## src/rtl/dmem_responder_pkg.sv

```systemverilog
// rtl/dmem_responder_pkg.sv - shared funct3 constants and FSM state encoding for dmem_responder
package dmem_responder_pkg;

    localparam logic [2:0] F3_LB  = 3'b000;
    localparam logic [2:0] F3_LH  = 3'b001;
    localparam logic [2:0] F3_LW  = 3'b010;
    localparam logic [2:0] F3_LBU = 3'b100;
    localparam logic [2:0] F3_LHU = 3'b101;
    localparam logic [2:0] F3_SB  = 3'b000;
    localparam logic [2:0] F3_SH  = 3'b001;
    localparam logic [2:0] F3_SW  = 3'b010;

    typedef enum logic [1:0] {
        S_IDLE = 2'd0,
        S_BUSY = 2'd1,
        S_RESP = 2'd2
    } state_t;

endpackage

```

## src/rtl/dmem_responder_if.sv

```systemverilog
// rtl/dmem_responder_if.sv - load/store request/response handshake bundle
// master: core-side initiator (drives req_*, rsp_ready)
// slave : responder (drives req_ready, rsp_valid, rsp_rdata, rsp_err)
interface dmem_responder_if;
    logic        req_valid;
    logic        req_ready;
    logic        req_we;
    logic [31:0] req_addr;
    logic [31:0] req_wdata;
    logic [2:0]  req_funct3;
    logic        rsp_valid;
    logic        rsp_ready;
    logic [31:0] rsp_rdata;
    logic        rsp_err;

    modport master (
        output req_valid, req_we, req_addr, req_wdata, req_funct3, rsp_ready,
        input  req_ready, rsp_valid, rsp_rdata, rsp_err
    );

    modport slave (
        input  req_valid, req_we, req_addr, req_wdata, req_funct3, rsp_ready,
        output req_ready, rsp_valid, rsp_rdata, rsp_err
    );
endinterface

```

## src/rtl/dmem_lane_align.sv

```systemverilog
// rtl/dmem_lane_align.sv - RV32I byte/half/word lane extraction, store merge and alignment check
// funct3/addr_lo select the lane; word is the stored word, wdata the right-aligned store data
// load_data: extended load result; store_word: word with the store lanes merged; misalign: bad alignment
module dmem_lane_align
    import dmem_responder_pkg::*;
(
    input  logic [2:0]  funct3,
    input  logic [1:0]  addr_lo,
    input  logic [31:0] word,
    input  logic [31:0] wdata,
    output logic [31:0] load_data,
    output logic [31:0] store_word,
    output logic        misalign
);

    logic [7:0]  lane_b;
    logic [15:0] lane_h;

    assign lane_b = 8'(word >> {addr_lo, 3'b000});
    assign lane_h = 16'(word >> {addr_lo[1], 4'b0000});

    always_comb begin
        load_data = '0;
        misalign  = 1'b0;
        case (funct3)
            F3_LB:  load_data = {{24{lane_b[7]}}, lane_b};
            F3_LBU: load_data = {24'd0, lane_b};
            F3_LH: begin
                load_data = {{16{lane_h[15]}}, lane_h};
                misalign  = addr_lo[0];
            end
            F3_LHU: begin
                load_data = {16'd0, lane_h};
                misalign  = addr_lo[0];
            end
            F3_LW: begin
                load_data = word;
                misalign  = |addr_lo;
            end
            default: ;
        endcase
    end

    always_comb begin
        store_word = word;
        case (funct3)
            F3_SB:   store_word[{addr_lo, 3'b000} +: 8]    = wdata[7:0];
            F3_SH:   store_word[{addr_lo[1], 4'b0000} +: 16] = wdata[15:0];
            F3_SW:   store_word = wdata;
            default: ;
        endcase
    end

endmodule

```

## src/rtl/dmem_responder.sv

```systemverilog
// rtl/dmem_responder.sv - fixed-latency RV32I data-memory responder behind a valid/ready handshake
// clk/reset: rising-edge clock, synchronous active-high reset
// bus (slave): request accepted in IDLE, response presented LATENCY cycles later until rsp_ready
module dmem_responder
    import dmem_responder_pkg::*;
#(
    parameter int DEPTH_WORDS = 32,
    parameter int LATENCY     = 2
) (
    input  logic              clk,
    input  logic              reset,
    dmem_responder_if.slave   bus
);

    localparam int IDX_W = $clog2(DEPTH_WORDS);
    localparam int CNT_W = (LATENCY > 1) ? $clog2(LATENCY) : 1;
    localparam logic [CNT_W-1:0] CNT_LOAD = CNT_W'(LATENCY - 1);

    state_t            state, state_nxt;
    logic [CNT_W-1:0]  cnt;
    logic              l_we;
    logic [31:0]       l_addr;
    logic [31:0]       l_wdata;
    logic [2:0]        l_f3;
    logic [31:0]       mem [DEPTH_WORDS];
    logic [31:0]       rdata_q;
    logic              err_q;

    logic [IDX_W-1:0]  idx;
    logic              out_of_range;
    logic              illegal_f3;
    logic              misalign;
    logic              req_err;
    logic [31:0]       load_data;
    logic [31:0]       store_word;

    assign idx          = l_addr[IDX_W+1:2];
    assign out_of_range = |l_addr[31:IDX_W+2];
    // Loads allow 000,001,010,100,101; stores allow only 000,001,010.
    assign illegal_f3   = l_we ? (l_f3 >= 3'b011) : ((l_f3 == 3'b011) || (l_f3[2:1] == 2'b11));
    assign req_err      = misalign | out_of_range | illegal_f3;

    dmem_lane_align u_align (
        .funct3     (l_f3),
        .addr_lo    (l_addr[1:0]),
        .word       (mem[idx]),
        .wdata      (l_wdata),
        .load_data  (load_data),
        .store_word (store_word),
        .misalign   (misalign)
    );

    assign bus.rsp_rdata = rdata_q;
    assign bus.rsp_err   = err_q;

    always_ff @(posedge clk) begin
        if (reset) state <= S_IDLE;
        else       state <= state_nxt;
    end

    always_comb begin
        state_nxt     = state;
        bus.req_ready = 1'b0;
        bus.rsp_valid = 1'b0;
        case (state)
            S_IDLE: begin
                bus.req_ready = 1'b1;
                if (bus.req_valid) state_nxt = S_BUSY;
            end
            S_BUSY: begin
                if (cnt == '0) state_nxt = S_RESP;
            end
            S_RESP: begin
                bus.rsp_valid = 1'b1;
                if (bus.rsp_ready) state_nxt = S_IDLE;
            end
            default: state_nxt = S_IDLE;
        endcase
    end

    always_ff @(posedge clk) begin
        if (reset) begin
            cnt     <= '0;
            rdata_q <= '0;
            err_q   <= 1'b0;
            l_we    <= 1'b0;
            l_addr  <= '0;
            l_wdata <= '0;
            l_f3    <= '0;
            for (int i = 0; i < DEPTH_WORDS; i++) mem[i] <= '0;
        end else begin
            case (state)
                S_IDLE: begin
                    if (bus.req_valid) begin
                        l_we    <= bus.req_we;
                        l_addr  <= bus.req_addr;
                        l_wdata <= bus.req_wdata;
                        l_f3    <= bus.req_funct3;
                        cnt     <= CNT_LOAD;
                    end
                end
                S_BUSY: begin
                    if (cnt != '0) begin
                        cnt <= cnt - CNT_W'(1);
                    end else begin
                        // The store commits on the same edge the response is registered.
                        err_q   <= req_err;
                        rdata_q <= (!req_err && !l_we) ? load_data : 32'd0;
                        if (!req_err && l_we) mem[idx] <= store_word;
                    end
                end
                S_RESP: begin
                    if (bus.rsp_ready) begin
                        rdata_q <= '0;
                        err_q   <= 1'b0;
                    end
                end
                default: ;
            endcase
        end
    end

endmodule

```

## src/flat_wrapper.sv

```systemverilog
// flat-port wrapper written by rule: the top's interface ports become plain ports
module dmem_responder_flat import dmem_responder_pkg::*;
#(
    parameter int DEPTH_WORDS = 32,
    parameter int LATENCY     = 2
)
  (clk, reset, bus_req_valid, bus_req_we, bus_req_addr, bus_req_wdata, bus_req_funct3, bus_rsp_ready, bus_req_ready, bus_rsp_valid, bus_rsp_rdata, bus_rsp_err);
  dmem_responder_if bus_i ();
  input  logic clk;
  input  logic reset;
  input wire logic [$bits(bus_i.req_valid)-1:0] bus_req_valid;
  input wire logic [$bits(bus_i.req_we)-1:0] bus_req_we;
  input wire logic [$bits(bus_i.req_addr)-1:0] bus_req_addr;
  input wire logic [$bits(bus_i.req_wdata)-1:0] bus_req_wdata;
  input wire logic [$bits(bus_i.req_funct3)-1:0] bus_req_funct3;
  input wire logic [$bits(bus_i.rsp_ready)-1:0] bus_rsp_ready;
  output wire logic [$bits(bus_i.req_ready)-1:0] bus_req_ready;
  output wire logic [$bits(bus_i.rsp_valid)-1:0] bus_rsp_valid;
  output wire logic [$bits(bus_i.rsp_rdata)-1:0] bus_rsp_rdata;
  output wire logic [$bits(bus_i.rsp_err)-1:0] bus_rsp_err;
  assign bus_i.req_valid = bus_req_valid;
  assign bus_i.req_we = bus_req_we;
  assign bus_i.req_addr = bus_req_addr;
  assign bus_i.req_wdata = bus_req_wdata;
  assign bus_i.req_funct3 = bus_req_funct3;
  assign bus_i.rsp_ready = bus_rsp_ready;
  assign bus_req_ready = bus_i.req_ready;
  assign bus_rsp_valid = bus_i.rsp_valid;
  assign bus_rsp_rdata = bus_i.rsp_rdata;
  assign bus_rsp_err = bus_i.rsp_err;
  dmem_responder #(.DEPTH_WORDS(DEPTH_WORDS), .LATENCY(LATENCY)) u_core (.clk(clk), .reset(reset), .bus(bus_i));
endmodule
```

## config.mk

```make
export PLATFORM = sky130hd
export DESIGN_NAME = dmem_responder_flat
export DESIGN_NICKNAME = d
export VERILOG_FILES = /design/src/rtl/dmem_responder_pkg.sv /design/src/rtl/dmem_responder_if.sv /design/src/rtl/dmem_lane_align.sv /design/src/rtl/dmem_responder.sv /design/src/flat_wrapper.sv
export SDC_FILE = /design/constraint.sdc
export NUM_CORES = 2
export LEC_CHECK = 0
export ABC_CLOCK_PERIOD_IN_PS = 4200
export BUFFER_PORTS_ARGS = -buffer_cell sky130_fd_sc_hd__buf_4
export CORE_MARGIN = 10
export CORE_UTILIZATION = 45
export CTS_CLUSTER_SIZE = 25
export DETAILED_ROUTE_END_ITERATION = 7
export HOLD_SLACK_MARGIN = 0.15
export PLACE_DENSITY_LB_ADDON = 0.2
export SLEW_MARGIN = 20
export SYNTH_ARGS = -nofsm -noshare
export SYNTH_HDL_FRONTEND = slang
export SYNTH_SLANG_ARGS = --single-unit
```

## constraint.sdc

```tcl
create_clock -name clk -period 4.2 [get_ports clk]
set_input_delay 0.63 -clock clk [delete_from_list [all_inputs] [get_ports clk]]
set_output_delay 0.63 -clock clk [all_outputs]
set_load 0.005 [all_outputs]
```

==> impl_metrics.tcl <==
set metrics [dict create \
    final_cells 5189 \
    dieArea_um2 123500 \
    hold_viol 0 \
    synth_edf_count 1024 \
    final_max_slew_viol_count 0 \
    core.rowCount 121 \
    ys_ff_latch 1133 \
    synth_area_leaders "edfxtp_1, mux4_2, nor2_1" \
    grt_max_degree 61 \
    synth-seq-area-share_pct 66.63 \
    wl_um 149100 \
    timing.final.crit_period_ps 3841 \
    grt_util_all_layers_pct 23.89 \
    drt_pass1_iterations 7 \
    die_w_um 351.4 \
    worst_hold_slack_ps 183.8 \
    wl_per_cell_um 28.74 \
    synth_async_sr_flop_share_pct 0 \
    cts_max_level 3 \
    cp.arrival_ps 4260 \
    post-route-util_pct 51.72 \
    core_area_um2 109000 \
    status "finished, final reports clean" \
    cap_violations 0 \
    yosysWarnings 0 \
    viasPerCell 6.071 \
    place_hpwl_um 90730 \
    post_cts_resized 0 \
    rsz0062_at_grt "false" \
    root_buffer "clkbuf_16" \
    route.detailed.drc 0 \
    first_global_vias 30900 \
    antenna_found_initial 4 \
    worst_ir_drop_vdd_mv 0.3454 \
    syn_to_final_growth_pct 14.06 \
    gp_congestion 0.9159 \
    path_clk_slew_ps 70 \
    start_kind "flop" \
    numCtsBuffers 116 \
    synth_top_area_share_pct 62.21 \
    ant_nets 0 \
    fmax_ghz 0.2603 \
    synth.top_cells.by_count "nor2_1, edfxtp_1, mux4_2" \
    path_max_fanout 53 \
    io_pins 107 \
    synth.cell_area_um2 49430 \
    synth_area_leader_cell "edfxtp_1" \
    worstSkewPairLatency_ps 700 \
    synthCells 3605 \
    synth_area_per_cell_um2 13.71 \
    port_buffers 106 \
    cp.required_ps 4610 \
    finalCritPeriodShare_pct 91.46 \
    setup_violations 0 \
    synth_ff_type "edfxtp_1" \
    finClkSkew_ps 34.79 \
    drive_above_1_share_pct 20.61 \
    grt_pass1_wl_um 216600 \
    fillers 9025 \
    overflow 0 \
    cts_tree "yes" \
    cp-end-kind "flop" \
    synth.distinct_cells 51 \
    critPathKind "reg2reg" \
    layout.nets 3752 \
    clockBufferDepth 3 \
    num_vias 31510 \
    die_h_um 351.4 \
    worst_pin_slew_ps 1245 \
    hold_path_class "in2reg" \
    synth.most_common_cell "nor2_1" \
    cts.sinks 1133 \
    power_leakage_nw 19.02 \
    dp_cells 4966 \
    drtIter0Drc 3831 \
    power.density_nw_per_um2 466.5 \
    synth_nets 3682 \
    start_util_pct 45.34 \
    setup_tns_ps 0 \
    slew_headroom_pct 17.02 \
]
-- registers in the layout (all words and copies together), names as in the netlist, named ones only --
name and count:
u_core.bus.rsp_err 1, u_core.bus.rsp_rdata 32, u_core.cnt 1, u_core.l_addr 32, u_core.l_f3 3, u_core.l_wdata 32
u_core.l_we 1, u_core.mem 1024, u_core.state 2
-- cell families (layout without fill, tap and decap cells) --
kind of cell               count (synthesis)  count (layout)  synth area share (%)
AOI/OAI and AO/OA                        327             327                 4.549
other                                      0               1                     0
DFF                                     1133            1133                 66.63
and+or+nand+nor                         1409            1409                 11.28
buffers and inverters                    350             519                 3.349
muxes                                    381             381                 14.07
adders and majority gates                  5               5                0.1266
-- worst paths after layout --
kind / from / end / slack (ps) / cells past startpoint
worst max register to register: flop / u_core.mem[17][20] / 360 / 7
worst min register to register: u_core.l_addr[12] / u_core.l_addr[12] / 460 / 2
worst min-delay path: bus_req_addr[25] / u_core.l_addr[25] / 180 / 3
worst max-delay path: flop / u_core.mem[17][20] / 360 / 7
-- metal layers --
layer	vias up	track usage [%]	wire length, µm
li1	13380	-	-
met1	16140	32.53	59440
met2	1708	38.41	70790
met3	273	4.643	14170
met4	0	8.115	4707
met5	-	0	0
-- per-stage QoR --
step | setup WS, ps | cell area (µm²) | power [W]
2_1_floorplan | 848.6 | 49430 | 0.01488
3_3_place_gp | 329.2 | 52640 | 0.01634
3_5_place_dp | 345.7 | 52640 | 0.01636
4_1_cts | 311.5 | 56370 | 0.02638
5_1_grt | 230.9 | 56370 | 0.02702
6_report | 358.6 | 56380 | 0.02630
-- critical path: stages (launching register included) --
cell and delay [ps]:
dfxtp_4 700, buf_12 430, mux4_2 570, mux4_2 470, mux2_2 370, a222oi_1 580, buf_12 280, nor2_1 70
-- where the power goes --
part | total, W | switching [W] | internal [W]
registers | 0.0128 | 0.000179 | 0.0126
logic | 0.00336 | 0.00223 | 0.00113
clock network | 0.0101 | 0.00437 | 0.00575
-- cells in the final DEF, fill, tap and decap left out, types with 21 or more instances in the layout --
cell type,netlist,layout
nor2_1,1057,1057
edfxtp_1,1024,1024
mux4_2,249,249
nand2_1,235,235
buf_4,42,231
a21oi_1,129,125
clkbuf_16,0,119
mux2i_1,111,111
dfxtp_1,109,104
buf_12,0,53
a22oi_1,48,41
a221oi_1,44,41
nand2b_2,0,32
clkinv_1,0,29
a22o_1,27,27
clkbuf_1,186,25
clkinv_2,0,23
a222oi_1,22,22
mux2_2,21,21
-- layout make-up --
cell class	instances	area, µm²	share of cell area (%)
diodes	1	2.502	0.004439
clock buffers	147	3098	5.495
multi-input cells	2122	15080	26.74
repair buffers	289	2845	5.047
clock inverters	70	589.3	1.045
inverters	13	48.80	0.08656
well taps	1414	1769	3.138
flip-flops and latches	1133	32950	58.44
-- repair_timing --
action	4_1_cts	5_1_grt
buffers inserted	0	0
hold buffers	5	0
hold endpoints to repair	5	0
Power figures use the tool's default switching activity.
